### config.mk
export PLATFORM = sky130hd
export DESIGN_NAME = cla_pipe16
export DESIGN_NICKNAME = d
export VERILOG_FILES = /design/src/rtl/cla_pkg.sv /design/src/rtl/clg4.sv /design/src/rtl/cla_pipe16.sv
export SDC_FILE = /design/constraint.sdc
export NUM_CORES = 1
export LEC_CHECK = 0
export ABC_AREA = 1
export CAP_MARGIN = 10
export CORE_UTILIZATION = 25
export DETAILED_ROUTE_END_ITERATION = 12
export GPL_TIMING_DRIVEN = 0
export PLACE_DENSITY = 0.44
export RECOVER_POWER = 100
export SETUP_SLACK_MARGIN = 0.3
export SLEW_MARGIN = 20
export SYNTH_ARGS = -nofsm -noshare
export SYNTH_HDL_FRONTEND = slang
export SYNTH_SLANG_ARGS = --single-unit
export TNS_END_PERCENT = 100
### constraint.sdc
create_clock -name clk -period 4.15 [get_ports clk]
set_input_delay 0.415 -clock clk [delete_from_list [all_inputs] [get_ports clk]]
set_output_delay 0.415 -clock clk [all_outputs]
set_load 0.01 [all_outputs]
### src/rtl/cla_pkg.sv
// cla_pkg: shared constants and the stage-1 record type for the pipelined
// 16-bit carry-lookahead adder/subtractor.
//   CLA_W    datapath width
//   CLA_GRP  width of one lookahead group
//   CLA_NGRP number of first-level groups
//   s1_rec_t per-bit generate/alive/propagate plus carry-in and sign bits
package cla_pkg;

  localparam int CLA_W    = 16;
  localparam int CLA_GRP  = 4;
  localparam int CLA_NGRP = CLA_W / CLA_GRP;

  typedef struct packed {
    logic [CLA_W-1:0] g;
    logic [CLA_W-1:0] a;
    logic [CLA_W-1:0] p;
    logic             c0;
    logic             xs;
    logic             ys;
  } s1_rec_t;

endpackage

### src/rtl/clg4.sv
// clg4: 4-bit carry lookahead generator (combinational).
// Ports:
//   g[3:0], a[3:0]  per-position generate / alive (transmit) terms
//   cin             carry into position 0
//   c[3:0]          carry into each position (c[0] = cin)
//   g_grp, a_grp    group generate / group alive for the next lookahead level
module clg4
  import cla_pkg::*;
(
  input  logic [CLA_GRP-1:0] g,
  input  logic [CLA_GRP-1:0] a,
  input  logic               cin,
  output logic [CLA_GRP-1:0] c,
  output logic               g_grp,
  output logic               a_grp
);

  always_comb begin
    c[0] = cin;
    c[1] = g[0] | (a[0] & cin);
    c[2] = g[1] | (a[1] & g[0]) | (a[1] & a[0] & cin);
    c[3] = g[2] | (a[2] & g[1]) | (a[2] & a[1] & g[0])
         | (a[2] & a[1] & a[0] & cin);
    g_grp = g[3] | (a[3] & g[2]) | (a[3] & a[2] & g[1])
          | (a[3] & a[2] & a[1] & g[0]);
    a_grp = &a;
  end

endmodule

### src/rtl/cla_pipe16.sv
// cla_pipe16: two-stage pipelined 16-bit carry-lookahead adder/subtractor
// with valid/ready handshakes on both sides.
//   Stage 1 registers per-bit g/a/p, the carry-in and both operand sign bits.
//   Stage 2 resolves carries through a two-level lookahead tree and registers
//   sum, cout and ovf.
// Ports:
//   clk, rst            clock, synchronous active-high reset
//   in_valid/in_ready   operand handshake; x, y, cin, sub operands
//   out_valid/out_ready result handshake; sum, cout, ovf results
module cla_pipe16
  import cla_pkg::*;
(
  input  logic             clk,
  input  logic             rst,
  input  logic             in_valid,
  output logic             in_ready,
  input  logic [CLA_W-1:0] x,
  input  logic [CLA_W-1:0] y,
  input  logic             cin,
  input  logic             sub,
  output logic             out_valid,
  input  logic             out_ready,
  output logic [CLA_W-1:0] sum,
  output logic             cout,
  output logic             ovf
);

  s1_rec_t          s1_q, s1_d;
  logic             s1_valid_q, s1_valid_d;
  logic             s2_valid_q, s2_valid_d;
  logic [CLA_W-1:0] sum_q, sum_d;
  logic             cout_q, cout_d;
  logic             ovf_q, ovf_d;

  logic             s2_load;
  logic             in_fire;
  logic [CLA_W-1:0] y_eff;

  logic [CLA_NGRP-1:0] grp_g;
  logic [CLA_NGRP-1:0] grp_a;
  logic [CLA_NGRP-1:0] grp_c;
  logic                top_g;
  logic                top_a;
  logic [CLA_W-1:0]    carry;
  logic                c16;

  // Pipeline control: stage 2 advances when it is empty or being drained;
  // stage 1 can accept when empty or when it is handing off to stage 2.
  always_comb begin
    s2_load  = s1_valid_q & (~s2_valid_q | out_ready);
    in_ready = ~s1_valid_q | s2_load;
    in_fire  = in_valid & in_ready;
  end

  // Stage 1: subtraction is X + ~Y + 1, so cin is replaced by 1.
  always_comb begin
    y_eff = sub ? ~y : y;
    s1_d  = s1_q;
    if (in_fire) begin
      s1_d.g  = x & y_eff;
      s1_d.a  = x | y_eff;
      s1_d.p  = x ^ y_eff;
      s1_d.c0 = sub ? 1'b1 : cin;
      s1_d.xs = x[CLA_W-1];
      s1_d.ys = y_eff[CLA_W-1];
    end
    s1_valid_d = in_fire ? 1'b1 : (s2_load ? 1'b0 : s1_valid_q);
  end

  // Second-level unit produces the carries into each group (c0/c4/c8/c12).
  clg4 u_clg_top (
    .g     (grp_g),
    .a     (grp_a),
    .cin   (s1_q.c0),
    .c     (grp_c),
    .g_grp (top_g),
    .a_grp (top_a)
  );

  for (genvar gi = 0; gi < CLA_NGRP; gi++) begin : g_grp
    clg4 u_clg (
      .g     (s1_q.g[gi*CLA_GRP +: CLA_GRP]),
      .a     (s1_q.a[gi*CLA_GRP +: CLA_GRP]),
      .cin   (grp_c[gi]),
      .c     (carry[gi*CLA_GRP +: CLA_GRP]),
      .g_grp (grp_g[gi]),
      .a_grp (grp_a[gi])
    );
  end

  // Stage 2: ovf when both effective operands share a sign that the sum lacks.
  always_comb begin
    c16        = top_g | (top_a & s1_q.c0);
    sum_d      = sum_q;
    cout_d     = cout_q;
    ovf_d      = ovf_q;
    if (s2_load) begin
      sum_d  = s1_q.p ^ carry;
      cout_d = c16;
      ovf_d  = (s1_q.xs == s1_q.ys) & (sum_d[CLA_W-1] != s1_q.xs);
    end
    s2_valid_d = s2_load ? 1'b1 : (out_ready ? 1'b0 : s2_valid_q);
  end

  always_ff @(posedge clk) begin
    if (rst) begin
      s1_valid_q <= 1'b0;
      s2_valid_q <= 1'b0;
      sum_q      <= '0;
      cout_q     <= 1'b0;
      ovf_q      <= 1'b0;
    end else begin
      s1_valid_q <= s1_valid_d;
      s2_valid_q <= s2_valid_d;
      sum_q      <= sum_d;
      cout_q     <= cout_d;
      ovf_q      <= ovf_d;
    end
  end

  // Stage-1 data is qualified by s1_valid_q, so it carries no reset.
  always_ff @(posedge clk) begin
    s1_q <= s1_d;
  end

  always_comb begin
    out_valid = s2_valid_q;
    sum       = sum_q;
    cout      = cout_q;
    ovf       = ovf_q;
  end

endmodule
==> results.py <==
metrics = {
    "clocking": {
        "htreeDepth": 3,
        "clkTransAtPathRegs_ns": 0.05,
        "cts_hold_buf": 0,
        "cts_setup_buffers": 0,
        "clkLatencyLatePin_ns": 0.32,
        "cts_tree": "done",
        "cts-root-buf": "clkbuf_16",
        "cts_sinks": 71,
        "cts_made_buffers": 9,
        "cts_resized": 0,
        "cts_buffer_depth": 2,
    },
    "logic_synthesis": {
        "synth-edff-count": 51,
        "syn_area_mm2": 0.00357,
        "synth-seq-cells": 71,
        "ys_types": 32,
        "synth_top_cell_by_area": "edfxtp_1",
        "async_flop_share_pct": 0,
        "syn_inst": 332,
        "synth_top_area_share_pct": 42.8,
        "ys.flop_type": "edfxtp_1",
        "syn_area_per_cell_um2": 10.8,
        "yosysWarnings": 0,
        "syn_nets": 402,
        "synth_area_leaders": "edfxtp_1 (43%), dfxtp_1 (11%), ha_1 (11%)",
        "seq_area_frac_synth_pct": 54.0,
    },
    "sta": {
        "clock_skew_ns": 0.00480,
        "slew-limit-headroom_pct": 33.2,
        "hold_viol_final": 0,
        "setup_violations": 0,
        "min_period_over_period_pct": 52.6,
        "finalSetupTns_ns": 0,
        "period_minus_slack_ns": 2.18,
        "rsz0062_at_grt": "false",
        "max_slew.worst_pin.slew_ns": 1.00,
        "whs_ns": 0.478,
        "drv_slew": 0,
        "fmax_mhz": 459,
    },
    "floorplanning": {
        "io_pins": 58,
        "initial_core_util_pct": 25.7,
        "fp.coreArea_mm2": 0.0139,
        "rows": 43,
        "die_area_mm2": 0.0148,
        "die_h_um": 122,
        "fp.dieW_um": 122,
    },
    "setup_path": {
        "critPathLaunchType": "input port",
        "critPathMaxFanout": 29,
        "endpoint_kind": "register",
        "arrival_ns": 2.20,
        "worst_ep_required_time_ns": 4.17,
        "r2r_cells": 4,
        "crit_type": "in -> reg",
    },
    "grt": {
        "antenna_found_initial": 0,
        "grt_pass1_wl_um": 11200,
        "grt_max_degree": 30,
        "gr-total-overflow": 0,
        "grt_use_total_pct": 10.2,
        "grt_pass1_vias": 2325,
    },
    "cells_and_area": {
        "drive_above_1_share_pct": 11.4,
        "regArea_mm2": 0.00193,
        "nets": 470,
        "syn_to_final_growth_pct": 30.7,
        "multi_input_area_mm2": 0.00134,
        "nFillCells": 1411,
        "diodes": 0,
    },
    "route": {
        "via_count": 2277,
        "first_pass_iters": 4,
        "wl_um": 6830,
        "drc": 0,
        "vias_per_cell": 3.89,
        "wl_per_cell_um": 11.7,
        "antenna_left": 0,
        "drt_iter0_markers": 101,
    },
    "power_and_ir_drop": {
        "comb_power_share_pct": 13.7,
        "switchingPower_uw": 437,
        "power_density_mw_per_mm2": 405,
        "power.internal_uw": 1460,
        "swShare_pct": 23.1,
        "power.leakage_uw": 0.00205,
        "ir_drop_mv": 0.171,
        "seqPwrFrac_pct": 45.7,
        "power_frac_clock_pct": 40.6,
    },
    "min_path": {
        "min_path_type": "reg -> reg",
        "hold_depth": 2,
    },
    "outcome": {
        "status": "complete, no violations",
    },
    "placed_design": {
        "hpwl_um": 5120,
        "place.gp.congestion": 0.692,
        "portBuffers": 56,
    },
    "job": {
        "maxCapViolations": 0,
    },
}
[stage by stage]
stage	total power [uW]	setup slack [ns]	utilization (%)	std cells	cell area, um^2
2_1_floorplan	1040	2.06	-	332	3570
3_3_place_gp	1150	1.12	31.3	568	4360
4_1_cts	1930	2.15	33.6	585	4680
5_1_grt	1990	1.79	33.5	585	4670
3_5_place_dp	1160	1.92	31.4	569	4380
6_report	1890	1.97	33.5	585	4670
[cell usage in the layout, fill, tap and decap left out, types with 7 or more instances in the layout]
cell and n:
xnor2_1 20, dlygate4sd3_1 30, a21oi_1 13, nand3_1 8
nand2_2 7, clkbuf_1 8, dfxtp_1 20, inv_1 70
clkbuf_16 10, nand2_1 24, clkdlybuf4s50_1 26, xor2_1 8
nor2_1 23, edfxtp_1 51, o21ai_0 16, ha_1 32
[metal layers]
layer  share of wire, %  GRT usage, %  up-vias
met5                  0             0        -
met4                1.0          2.78        0
met3                4.9          3.51        7
met2                 47          17.0       43
met1                 47          12.5     1029
li1                   -             -     1198
[power by group through the flow]
stage	clock [uW]	sequential [uW]	combinational [uW]
after floorplan	0	878	158
after global placement	0	882	269
after detailed placement	0	881	277
after CTS	789	867	278
after global routing	820	872	299
final	768	865	260
[cell families (layout without fill, tap and decap cells)]
family                     after synthesis  count (layout)  share of synthesized area [%]
AOI/OAI and AO/OA                       43              43                           7.63
xor gates and xnor gates                28              28                           6.86
adders and majority gates               32              32                           11.2
buffers and inverters                   78             151                           8.51
DFF                                     71              71                           54.0
and+or+nand+nor                         80              80                           11.8
[final timing paths]
kind                          start            endpoint  slack (ns)
min                ovf$_SDFFE_PP0P_    ovf$_SDFFE_PP0P_        0.48
max reg2reg  out_valid$_SDFFE_PP0P_  s1_q[23]$_DFFE_PP_        2.29
min reg2reg        ovf$_SDFFE_PP0P_    ovf$_SDFFE_PP0P_        0.48
max                       out_ready  s1_q[23]$_DFFE_PP_        1.97
[synthesized netlist by cell type (3+ instances only)]
library cell,n
nor2_1,23
nand2_2,7
inv_1,70
o21ai_0,13
xor2_1,8
nand3_1,8
o21ai_1,3
dfxtp_1,20
ha_1,32
nand3_2,6
edfxtp_1,51
a21oi_2,6
a21oi_1,13
nand2_1,24
a31oi_1,3
xnor2_1,20
buf_2,3
nand2_4,4
[final cells by class]
cell class | count | area share (%)
multi-input combinational | 183 | 28.7
clock buffer | 13 | 5.60
buffer | 6 | 0.509
tap | 180 | 4.82
sequential | 71 | 41.3
inverter | 72 | 5.78
clock inverter | 3 | 0.857
timing repair buffer | 57 | 12.4
[state kept, by name, summed over array words and instances, names as in the netlist]
register	count
ovf	1
out_valid	1
sum	16
cout	1
s1_q	51
s1_valid_q	1
[worst max-delay path: stages]
cell and delay (ns):
dlygate4sd3_1 0.52, inv_1 0.05, nand3_1 0.10, nand2_1 0.09, inv_1 0.73, buf_12 0.29
(Power assumes the default switching activity.)
